## config.mk

```make
export PLATFORM = sky130hd
export DESIGN_NAME = dmem_access_unit_flat
export DESIGN_NICKNAME = d
export VERILOG_FILES = /design/src/rtl/lsu_pkg.sv /design/src/rtl/dmem_access_unit_if.sv /design/src/rtl/lsu_byte_lane.sv /design/src/rtl/dmem_access_unit.sv /design/src/flat_wrapper.sv
export SDC_FILE = /design/constraint.sdc
export NUM_CORES = 1
export LEC_CHECK = 0
export CORE_AREA = 2 2 117 119
export DETAILED_ROUTE_END_ITERATION = 10
export DIE_AREA = 0 0 119 121
export MAX_ROUTING_LAYER = met4
export PLACE_DENSITY = 0.91
export SLEW_MARGIN = 10
export SYNTH_ARGS = -nofsm -noshare
export SYNTH_HDL_FRONTEND = slang
export SYNTH_SLANG_ARGS = --single-unit
```

## constraint.sdc

```tcl
create_clock -name clk -period 2.7 [get_ports clk]
set_clock_uncertainty 0.2 [all_clocks]
set_input_delay 0.405 -clock clk [delete_from_list [all_inputs] [get_ports clk]]
set_output_delay 0.405 -clock clk [all_outputs]
set_load 0.05 [all_outputs]
```

## src/rtl/lsu_pkg.sv

```systemverilog
// Shared types for the data-memory access unit: FSM states, decoded access kinds
// and the word geometry used by the byte-lane logic.
package lsu_pkg;

  localparam int WORD_BYTES = 4;

  typedef enum logic [1:0] {
    IDLE,
    REQ,
    WAIT,
    DONE
  } state_e;

  typedef enum logic [1:0] {
    OP_LW,
    OP_LBU,
    OP_SB,
    OP_SW
  } op_e;

  function automatic logic is_store(op_e op);
    return (op == OP_SB) || (op == OP_SW);
  endfunction

endpackage

```

## src/rtl/dmem_access_unit_if.sv

```systemverilog
// Request/response bus between the access unit (master) and data memory (slave).
interface dmem_access_unit_if;

  logic        mem_req_valid;
  logic        mem_req_ready;
  logic [31:0] mem_addr;
  logic        mem_we;
  logic [3:0]  mem_wstrb;
  logic [31:0] mem_wdata;
  logic        mem_rsp_valid;
  logic [31:0] mem_rdata;

  modport master (
    output mem_req_valid,
    input  mem_req_ready,
    output mem_addr,
    output mem_we,
    output mem_wstrb,
    output mem_wdata,
    input  mem_rsp_valid,
    input  mem_rdata
  );

  modport slave (
    input  mem_req_valid,
    output mem_req_ready,
    input  mem_addr,
    input  mem_we,
    input  mem_wstrb,
    input  mem_wdata,
    output mem_rsp_valid,
    output mem_rdata
  );

endinterface

```

## src/rtl/lsu_byte_lane.sv

```systemverilog
// Combinational byte-lane steering: store strobes and lane replication, and
// load byte extraction with zero-extension.
module lsu_byte_lane
  import lsu_pkg::*;
(
  input  op_e         op,
  input  logic [1:0]  byte_off,
  input  logic [31:0] store_data,
  input  logic [31:0] rdata,
  output logic [3:0]  wstrb,
  output logic [31:0] wdata,
  output logic [31:0] load_data
);

  logic [WORD_BYTES-1:0] lane_sel;
  logic [31:0]           store_repl;
  logic [7:0]            lane_byte [WORD_BYTES];
  logic [7:0]            load_byte;

  genvar gi;
  generate
    for (gi = 0; gi < WORD_BYTES; gi++) begin : g_lane
      assign lane_sel[gi]          = (byte_off == 2'(gi));
      assign store_repl[8*gi +: 8] = store_data[7:0];
      assign lane_byte[gi]         = rdata[8*gi +: 8];
    end
  endgenerate

  assign load_byte = lane_byte[byte_off];

  always_comb begin
    wstrb     = '0;
    wdata     = '0;
    load_data = rdata;
    case (op)
      OP_SW: begin
        wstrb = 4'hF;
        wdata = store_data;
      end
      OP_SB: begin
        wstrb = lane_sel;
        wdata = store_repl;
      end
      OP_LBU: load_data = {24'b0, load_byte};
      default: ;
    endcase
  end

endmodule

```

## src/rtl/dmem_access_unit.sv

```systemverilog
// Data-memory access unit: turns one decoded lw/lbu/sb/sw into a single
// outstanding valid/ready request, stalls the core and reports the outcome.
module dmem_access_unit
  import lsu_pkg::*;
#(
  parameter int TIMEOUT_CYCLES = 64
) (
  input  logic                     clk,
  input  logic                     rst_n,
  input  logic                     lw_enable,
  input  logic                     lbu_enable,
  input  logic                     sb_enable,
  input  logic                     sw_enable,
  input  logic [31:0]              address,
  input  logic [31:0]              store_data,
  input  logic [4:0]               rd,
  output logic                     stall,
  output logic                     wb_valid,
  output logic [4:0]               wb_rd,
  output logic [31:0]              wb_data,
  output logic                     store_done,
  output logic                     misalign_err,
  output logic                     bus_err,
  dmem_access_unit_if.master       mem
);

  localparam int CNT_W = $clog2(TIMEOUT_CYCLES + 1);
  localparam logic [CNT_W-1:0] CNT_LAST = CNT_W'(TIMEOUT_CYCLES - 1);

  localparam logic [1:0] S_IDLE = IDLE;
  localparam logic [1:0] S_REQ  = REQ;
  localparam logic [1:0] S_WAIT = WAIT;
  localparam logic [1:0] S_DONE = DONE;

  logic [1:0]       state_reg, state_next;
  op_e              op_reg;
  logic [1:0]       byte_off_reg;
  logic [4:0]       rd_reg;
  logic [CNT_W-1:0] cnt_reg;

  logic             req_valid_reg;
  logic [31:0]      maddr_reg;
  logic             we_reg;
  logic [3:0]       wstrb_reg;
  logic [31:0]      wdata_reg;
  logic             wb_valid_reg;
  logic [4:0]       wb_rd_reg;
  logic [31:0]      wb_data_reg;
  logic             store_done_reg;
  logic             misalign_reg;
  logic             bus_err_reg;

  logic [3:0]       en;
  logic             op_present;
  logic             exactly_one;
  logic             misaligned;
  op_e              dec_op;

  op_e              lane_op;
  logic [1:0]       lane_off;
  logic [3:0]       lane_wstrb;
  logic [31:0]      lane_wdata;
  logic [31:0]      lane_load;

  assign en          = {sw_enable, sb_enable, lbu_enable, lw_enable};
  assign op_present  = |en;
  assign exactly_one = op_present && ((en & (en - 4'd1)) == 4'd0);
  assign misaligned  = (lw_enable || sw_enable) && (address[1:0] != 2'b00);

  always_comb begin
    if (sw_enable)       dec_op = OP_SW;
    else if (sb_enable)  dec_op = OP_SB;
    else if (lbu_enable) dec_op = OP_LBU;
    else                 dec_op = OP_LW;
  end

  // The lane steering serves the incoming op while idle (store strobes/data are
  // registered at capture) and the captured op afterwards (load extraction).
  assign lane_op  = (state_reg == S_IDLE) ? dec_op : op_reg;
  assign lane_off = (state_reg == S_IDLE) ? address[1:0] : byte_off_reg;

  lsu_byte_lane u_byte_lane (
    .op         (lane_op),
    .byte_off   (lane_off),
    .store_data (store_data),
    .rdata      (mem.mem_rdata),
    .wstrb      (lane_wstrb),
    .wdata      (lane_wdata),
    .load_data  (lane_load)
  );

  always_comb begin
    state_next = state_reg;
    case (state_reg)
      S_IDLE: if (op_present) state_next = (exactly_one && !misaligned) ? S_REQ : S_DONE;
      S_REQ:  if (mem.mem_req_ready) state_next = S_WAIT;
      S_WAIT: if (mem.mem_rsp_valid || (cnt_reg == CNT_LAST)) state_next = S_DONE;
      S_DONE: state_next = S_IDLE;
      default: state_next = S_IDLE;
    endcase
  end

  always_comb begin
    case (state_reg)
      S_IDLE:  stall = op_present;
      S_REQ:   stall = 1'b1;
      S_WAIT:  stall = 1'b1;
      default: stall = 1'b0;
    endcase
  end

  always_ff @(posedge clk) begin
    if (!rst_n) begin
      state_reg      <= S_IDLE;
      op_reg         <= OP_LW;
      byte_off_reg   <= '0;
      rd_reg         <= '0;
      cnt_reg        <= '0;
      req_valid_reg  <= 1'b0;
      maddr_reg      <= '0;
      we_reg         <= 1'b0;
      wstrb_reg      <= '0;
      wdata_reg      <= '0;
      wb_valid_reg   <= 1'b0;
      wb_rd_reg      <= '0;
      wb_data_reg    <= '0;
      store_done_reg <= 1'b0;
      misalign_reg   <= 1'b0;
      bus_err_reg    <= 1'b0;
    end else begin
      state_reg      <= state_next;
      wb_valid_reg   <= 1'b0;
      store_done_reg <= 1'b0;
      misalign_reg   <= 1'b0;
      bus_err_reg    <= 1'b0;
      case (state_reg)
        S_IDLE: begin
          if (op_present) begin
            if (!exactly_one) begin
              bus_err_reg <= 1'b1;
            end else if (misaligned) begin
              misalign_reg <= 1'b1;
            end else begin
              op_reg        <= dec_op;
              byte_off_reg  <= address[1:0];
              rd_reg        <= rd;
              req_valid_reg <= 1'b1;
              maddr_reg     <= {address[31:2], 2'b00};
              we_reg        <= is_store(dec_op);
              wstrb_reg     <= lane_wstrb;
              wdata_reg     <= lane_wdata;
            end
          end
        end
        S_REQ: begin
          if (mem.mem_req_ready) begin
            req_valid_reg <= 1'b0;
            we_reg        <= 1'b0;
            wstrb_reg     <= '0;
            cnt_reg       <= '0;
          end
        end
        S_WAIT: begin
          // A response arriving on the final timeout cycle still completes normally.
          if (mem.mem_rsp_valid) begin
            if (is_store(op_reg)) begin
              store_done_reg <= 1'b1;
            end else begin
              wb_valid_reg <= (rd_reg != 5'd0);
              wb_rd_reg    <= rd_reg;
              wb_data_reg  <= lane_load;
            end
          end else if (cnt_reg == CNT_LAST) begin
            bus_err_reg <= 1'b1;
          end else begin
            cnt_reg <= cnt_reg + CNT_W'(1);
          end
        end
        default: ;
      endcase
    end
  end

  assign mem.mem_req_valid = req_valid_reg;
  assign mem.mem_addr      = maddr_reg;
  assign mem.mem_we        = we_reg;
  assign mem.mem_wstrb     = wstrb_reg;
  assign mem.mem_wdata     = wdata_reg;

  assign wb_valid     = wb_valid_reg;
  assign wb_rd        = wb_rd_reg;
  assign wb_data      = wb_data_reg;
  assign store_done   = store_done_reg;
  assign misalign_err = misalign_reg;
  assign bus_err      = bus_err_reg;

endmodule

```

## src/flat_wrapper.sv

```systemverilog
// flat-port wrapper written by rule: the top's interface ports become plain ports
module dmem_access_unit_flat import lsu_pkg::*;
#(
  parameter int TIMEOUT_CYCLES = 64
)
  (clk, rst_n, lw_enable, lbu_enable, sb_enable, sw_enable, address, store_data, rd, stall, wb_valid, wb_rd, wb_data, store_done, misalign_err, bus_err, mem_mem_req_valid, mem_mem_req_ready, mem_mem_addr, mem_mem_we, mem_mem_wstrb, mem_mem_wdata, mem_mem_rsp_valid, mem_mem_rdata);
  dmem_access_unit_if mem_i ();
  input  logic clk;
  input  logic rst_n;
  input  logic lw_enable;
  input  logic lbu_enable;
  input  logic sb_enable;
  input  logic sw_enable;
  input  logic [31:0] address;
  input  logic [31:0] store_data;
  input  logic [4:0] rd;
  output logic stall;
  output logic wb_valid;
  output logic [4:0] wb_rd;
  output logic [31:0] wb_data;
  output logic store_done;
  output logic misalign_err;
  output logic bus_err;
  output wire logic [$bits(mem_i.mem_req_valid)-1:0] mem_mem_req_valid;
  input wire logic [$bits(mem_i.mem_req_ready)-1:0] mem_mem_req_ready;
  output wire logic [$bits(mem_i.mem_addr)-1:0] mem_mem_addr;
  output wire logic [$bits(mem_i.mem_we)-1:0] mem_mem_we;
  output wire logic [$bits(mem_i.mem_wstrb)-1:0] mem_mem_wstrb;
  output wire logic [$bits(mem_i.mem_wdata)-1:0] mem_mem_wdata;
  input wire logic [$bits(mem_i.mem_rsp_valid)-1:0] mem_mem_rsp_valid;
  input wire logic [$bits(mem_i.mem_rdata)-1:0] mem_mem_rdata;
  assign mem_mem_req_valid = mem_i.mem_req_valid;
  assign mem_i.mem_req_ready = mem_mem_req_ready;
  assign mem_mem_addr = mem_i.mem_addr;
  assign mem_mem_we = mem_i.mem_we;
  assign mem_mem_wstrb = mem_i.mem_wstrb;
  assign mem_mem_wdata = mem_i.mem_wdata;
  assign mem_i.mem_rsp_valid = mem_mem_rsp_valid;
  assign mem_i.mem_rdata = mem_mem_rdata;
  dmem_access_unit #(.TIMEOUT_CYCLES(TIMEOUT_CYCLES)) u_core (.clk(clk), .rst_n(rst_n), .lw_enable(lw_enable), .lbu_enable(lbu_enable), .sb_enable(sb_enable), .sw_enable(sw_enable), .address(address), .store_data(store_data), .rd(rd), .stall(stall), .wb_valid(wb_valid), .wb_rd(wb_rd), .wb_data(wb_data), .store_done(store_done), .misalign_err(misalign_err), .bus_err(bus_err), .mem(mem_i));
endmodule
```

# Word-level counts from Yosys, hierarchy flattened
# Index checks and enable logic that the tools add are counted.
# word_totals
regBits	127
inputBits	109
# classes
add_sub_neg	2
order_cmp	1
eq_ne	21
mux	42
bitwise	7
reduce_logical	25
# op_table
op	n
32-bit case mux with 2 select lines	1
32-bit 2-to-1 mux	1
7-bit 2-to-1 mux	3
2-bit equality test (second input constant)	10
8-bit binary-select mux with 2-bit select	1
2-bit 2-to-1 mux	8
4-bit 2-to-1 mux	4
8-bit 2-to-1 mux	2
4-bit case mux with 2 select lines	2
1-bit 2-to-1 mux	14
7-bit case mux with 2 select lines	1
4-bit AND reduction	3
3-bit AND reduction	3
2-bit != test (second input constant)	4
1-bit case mux with 2 select lines	4
2-bit case mux with 4 select lines	1
4-bit OR reduction	2
7-bit by 1-bit adder with 7-bit output (second input constant)	1
7-bit by 6-bit equality test with 1-bit output (second input constant)	1
2-bit by 1-bit equality test with 1-bit output (second input constant)	3
2-bit by 1-bit != test with 1-bit output (second input constant)	3
2-bit nonzero test	3
1-bit inverter	5
5-bit AND reduction	1
other kinds (11)	17

# Logic depth before layout (Yosys ltp)
# depth
ltp_word	10
ltp_mapped	9

# Modules after synthesis
# A second synthesis with hierarchy kept.
# unflattened
hier_cells	760
hier_area_um2	5816.8
# modules_own_cells
mod	instances	cells_each	area_each_um2	seq_area_each_um2
dmem_access_unit	1	605	4797.1	2542.4
lsu_byte_lane	1	155	1019.7	0.0

# Least setup slack after synthesis
# No wires, ideal clock.
# synth_timing
path_type	reg2out
from	reg u_core.state_reg[0]
to	out stall
t_arrival_ns	1.841
slack_ns	0.254
stages_incl_launch_ff	8
n_path_buf	3
path_cell_list	dfxtp_1 > inv_1 > ha_1 > buf_6 > buf_6 > clkbuf_1 > a21oi_1 > nor2_1
# synth_between
elab_chain_cells	3
word_cells_on_any_way	5
classes_between	2 x eq/ne; 1 x mux; 2 x reduce/logical
# synth_rtl
element	line	source
start, declared	dmem_access_unit.sv:35	logic [1:0] state_reg, state_next;
start signal, assigned	dmem_access_unit.sv:131	state_reg <= state_next;
2-bit by 1-bit equality test with 1-bit output or 2-bit equality test (tied branches)	dmem_access_unit.sv:104	case (state_reg)
2-bit OR reduction (no line)	-	
1-bit case mux with 2 select lines *	dmem_access_unit.sv:104	
end, declared	flat_wrapper.sv:17	output logic stall;
# Every way passes the cells marked *; elsewhere a longest branch is shown, timed or not.

# Worst setup path after layout
# Ends and elaborated chain as after synthesis.

==> results.sh <==
export IMPL_status="finished, final reports clean"
export IMPL_ys_seq_area_share_pct=44.6
export IMPL_worstHoldPathType="register to register"
export IMPL_period_needed_ns=2.56
export IMPL_worstSetupStartpointType="register"
export IMPL_syn_to_final_growth_pct=51.1
export IMPL_drtPass1Iterations=7
export IMPL_fp_dieW_um=119
export IMPL_max_slew_margin_pct=57.5
export IMPL_cp_max_fo=19
export IMPL_synthTopCellsByArea="dfxtp_1, a21oi_1, a211oi_2"
export IMPL_layout_nets=969
export IMPL_crit_path_end_kind="primary output"
export IMPL_grt_pass1_wl_um=29200
export IMPL_required_ns=2.10
export IMPL_num_vias=5948
export IMPL_syn_inst=652
export IMPL_cap_violations=0
export IMPL_synth_edff_count=0
export IMPL_syn_area_um2=5700
export IMPL_die_h_um=121
export IMPL_clk_path_buf_depth=2
export IMPL_num_rows=42
export IMPL_drt_total_wl_um=18600
export IMPL_fin_setup_tns_ns=0
export IMPL_hpwlAfterDp_um=12600
export IMPL_m1WireLength_um=7580
export IMPL_start_util_pct=43.6
export IMPL_final_util_pct=65.8
export IMPL_synth_cell_types=58
export IMPL_rr_worst_depth=7
export IMPL_post_cts_resized=0
export IMPL_grt_setup_unrepaired="no"
export IMPL_hold_viol_final=0
export IMPL_yosys_warnings=0
export IMPL_critical_path_class="register to primary output"
export IMPL_cts_htree_levels=4
export IMPL_highest_layer="met4"
export IMPL_fill_cells=1012
export IMPL_grt_pass1_vias=5630
export IMPL_cts_sinks=127
export IMPL_core_um2=13100
export IMPL_hold_buffers=0
export IMPL_syn_avg_cell_area_um2=8.74
export IMPL_holdPathStages=2
export IMPL_setup_viol=0
export IMPL_grt_start_max_net_pins=49
export IMPL_ys_flop_type="dfxtp_1"
export IMPL_cts_tree="built"
export IMPL_diodes=0
export IMPL_port_buffers=218
export IMPL_drive_gt1_share_pct=11.5
export IMPL_ys_ff_latch=127
export IMPL_fmax_ghz=0.390
export IMPL_final_cell_mix="clkdlybuf4s50_1, a21oi_1, dfxtp_1"
export IMPL_async_flop_share_pct=0
export IMPL_finalMaxSlewViolations=0
export IMPL_wl_per_cell_um=17.8
export IMPL_gp_congestion=0.869
export IMPL_cts_setup_buffers=0
export IMPL_grt_antenna_before_repair=0
export IMPL_final_common_cell="clkdlybuf4s50_1"
export IMPL_synth_top_cell_area_share_pct=44.6
export IMPL_power_leakage_nw=2.88
export IMPL_grt_ovfl_total=0
export IMPL_route_met3_wl_um=1440
export IMPL_route_met2_wl_um=8960
export IMPL_vdd_drop_max_v=0.000489
export IMPL_grtUsageTotal_pct=26.1
export IMPL_worstMarginPinSlew_ns=0.636
export IMPL_power_density_nw_per_um2=816
export IMPL_drt_iter0_drc=536
export IMPL_critPathArrivalTime_ns=1.96
export IMPL_viasPerCell=5.71
export IMPL_root_buffer="clkbuf_16"
export IMPL_min_period_over_period_pct=94.9
export IMPL_dieArea_um2=14400
export IMPL_drc_errors=0
export IMPL_numCtsBuffers=17
export IMPL_yosysTopAreaCell="dfxtp_1"
export IMPL_drtAntennaViolNets=0
export IMPL_clkLatencyLatePin_ns=0.41
export IMPL_clk_pin_slew_worst_paths_ns=0.06
export IMPL_ios=221
where the power goes:
group          leakage (nW)  switching [W]  internal, W
clock                 0.277       0.000797      0.00146
combinational          1.58        0.00168     0.000922
sequential             1.03       0.000114      0.00205
total                  2.88        0.00259      0.00444
final cells by class:
class	count	area, µm²	share of cell area, %
tap	176	220	2.56
timing repair buffer	246	2440	28.3
clock inverter	7	113	1.31
inverter	7	28.8	0.334
multi-input combinational	456	2810	32.6
clock buffer	23	458	5.32
sequential	127	2540	29.5
synthesized netlist by cell type (2+ instances only):
cell / instances
clkbuf_2: 2
or2_2: 2
a22o_1: 2
nor4b_2: 2
o2bb2ai_1: 4
o21ai_1: 2
buf_2: 14
nor3_1: 5
nand3_1: 65
a222oi_1: 8
inv_1: 6
and2_1: 2
a21oi_1: 147
nor2_1: 10
nor3b_1: 8
clkbuf_1: 30
o311a_1: 2
dfxtp_1: 127
o31ai_1: 4
nand4_1: 10
mux2_1: 7
ha_1: 5
o21a_1: 2
buf_6: 6
o21ai_0: 57
buf_4: 10
nand2_1: 47
or4_1: 4
mux2_2: 3
nand2b_1: 4
a211oi_2: 26
mux2i_1: 3
worst max-delay path, cell delays in order, from the launching register on:
cell and delay (ns):
dfxtp_1 0.34, inv_1 0.10, ha_1 0.30, buf_4 0.28
a21oi_1 0.09, nor2_1 0.25, buf_12 0.18
kinds of logic after synthesis:
| family | count (synthesis) | synth area share (%) |
|---|---|---|
| AOI/OAI and AO/OA | 266 | 29.7 |
| and+or+nand+nor | 169 | 15.5 |
| DFF | 127 | 44.6 |
| buffers and inverters | 70 | 6.41 |
| muxes | 13 | 2.50 |
| adders and majority gates | 5 | 1.10 |
| other | 1 | 0.0658 |
| xor gates and xnor gates | 1 | 0.154 |
routing by layer:
layer / vias to the layer above / GRT usage, %
met5: - / -
met4: 0 / 12.2
met3: 49 / 6.11
met2: 303 / 41.3
met1: 2805 / 31.7
li1: 2791 / -
through the flow:
stage / worst slack [ns] / cell area, µm² / std cells / hold slack (ns) / total power [W]
3_3_place_gp: 0.174 / 8040 / 1012 / 0.226 / 0.00472
3_5_place_dp: 0.0887 / 8040 / 1012 / 0.232 / 0.00476
5_1_grt: 0.0513 / 8610 / 1042 / 0.266 / 0.00733
2_1_floorplan: 0.254 / 5700 / 653 / 0.223 / 0.00392
6_report: 0.136 / 8610 / 1042 / 0.251 / 0.00702
4_1_cts: 0.162 / 8610 / 1042 / 0.251 / 0.00702
final timing paths:
path | endpoint | slack [ns] | from
worst max-delay path | stall | 0.14 | u_core.state_reg[0]$_SDFFE_PN0P_
worst min-delay path | u_core.wb_data[13]$_SDFFE_PN0P_ | 0.25 | u_core.wb_data[13]$_SDFFE_PN0P_
worst max register to register | u_core.mem.mem_wdata[29]$_SDFFE_PN0P_ | 0.19 | u_core.state_reg[0]$_SDFFE_PN0P_
worst min register to register | u_core.wb_data[13]$_SDFFE_PN0P_ | 0.25 | u_core.wb_data[13]$_SDFFE_PN0P_
Note: power is estimated with default switching activity, not from simulation.
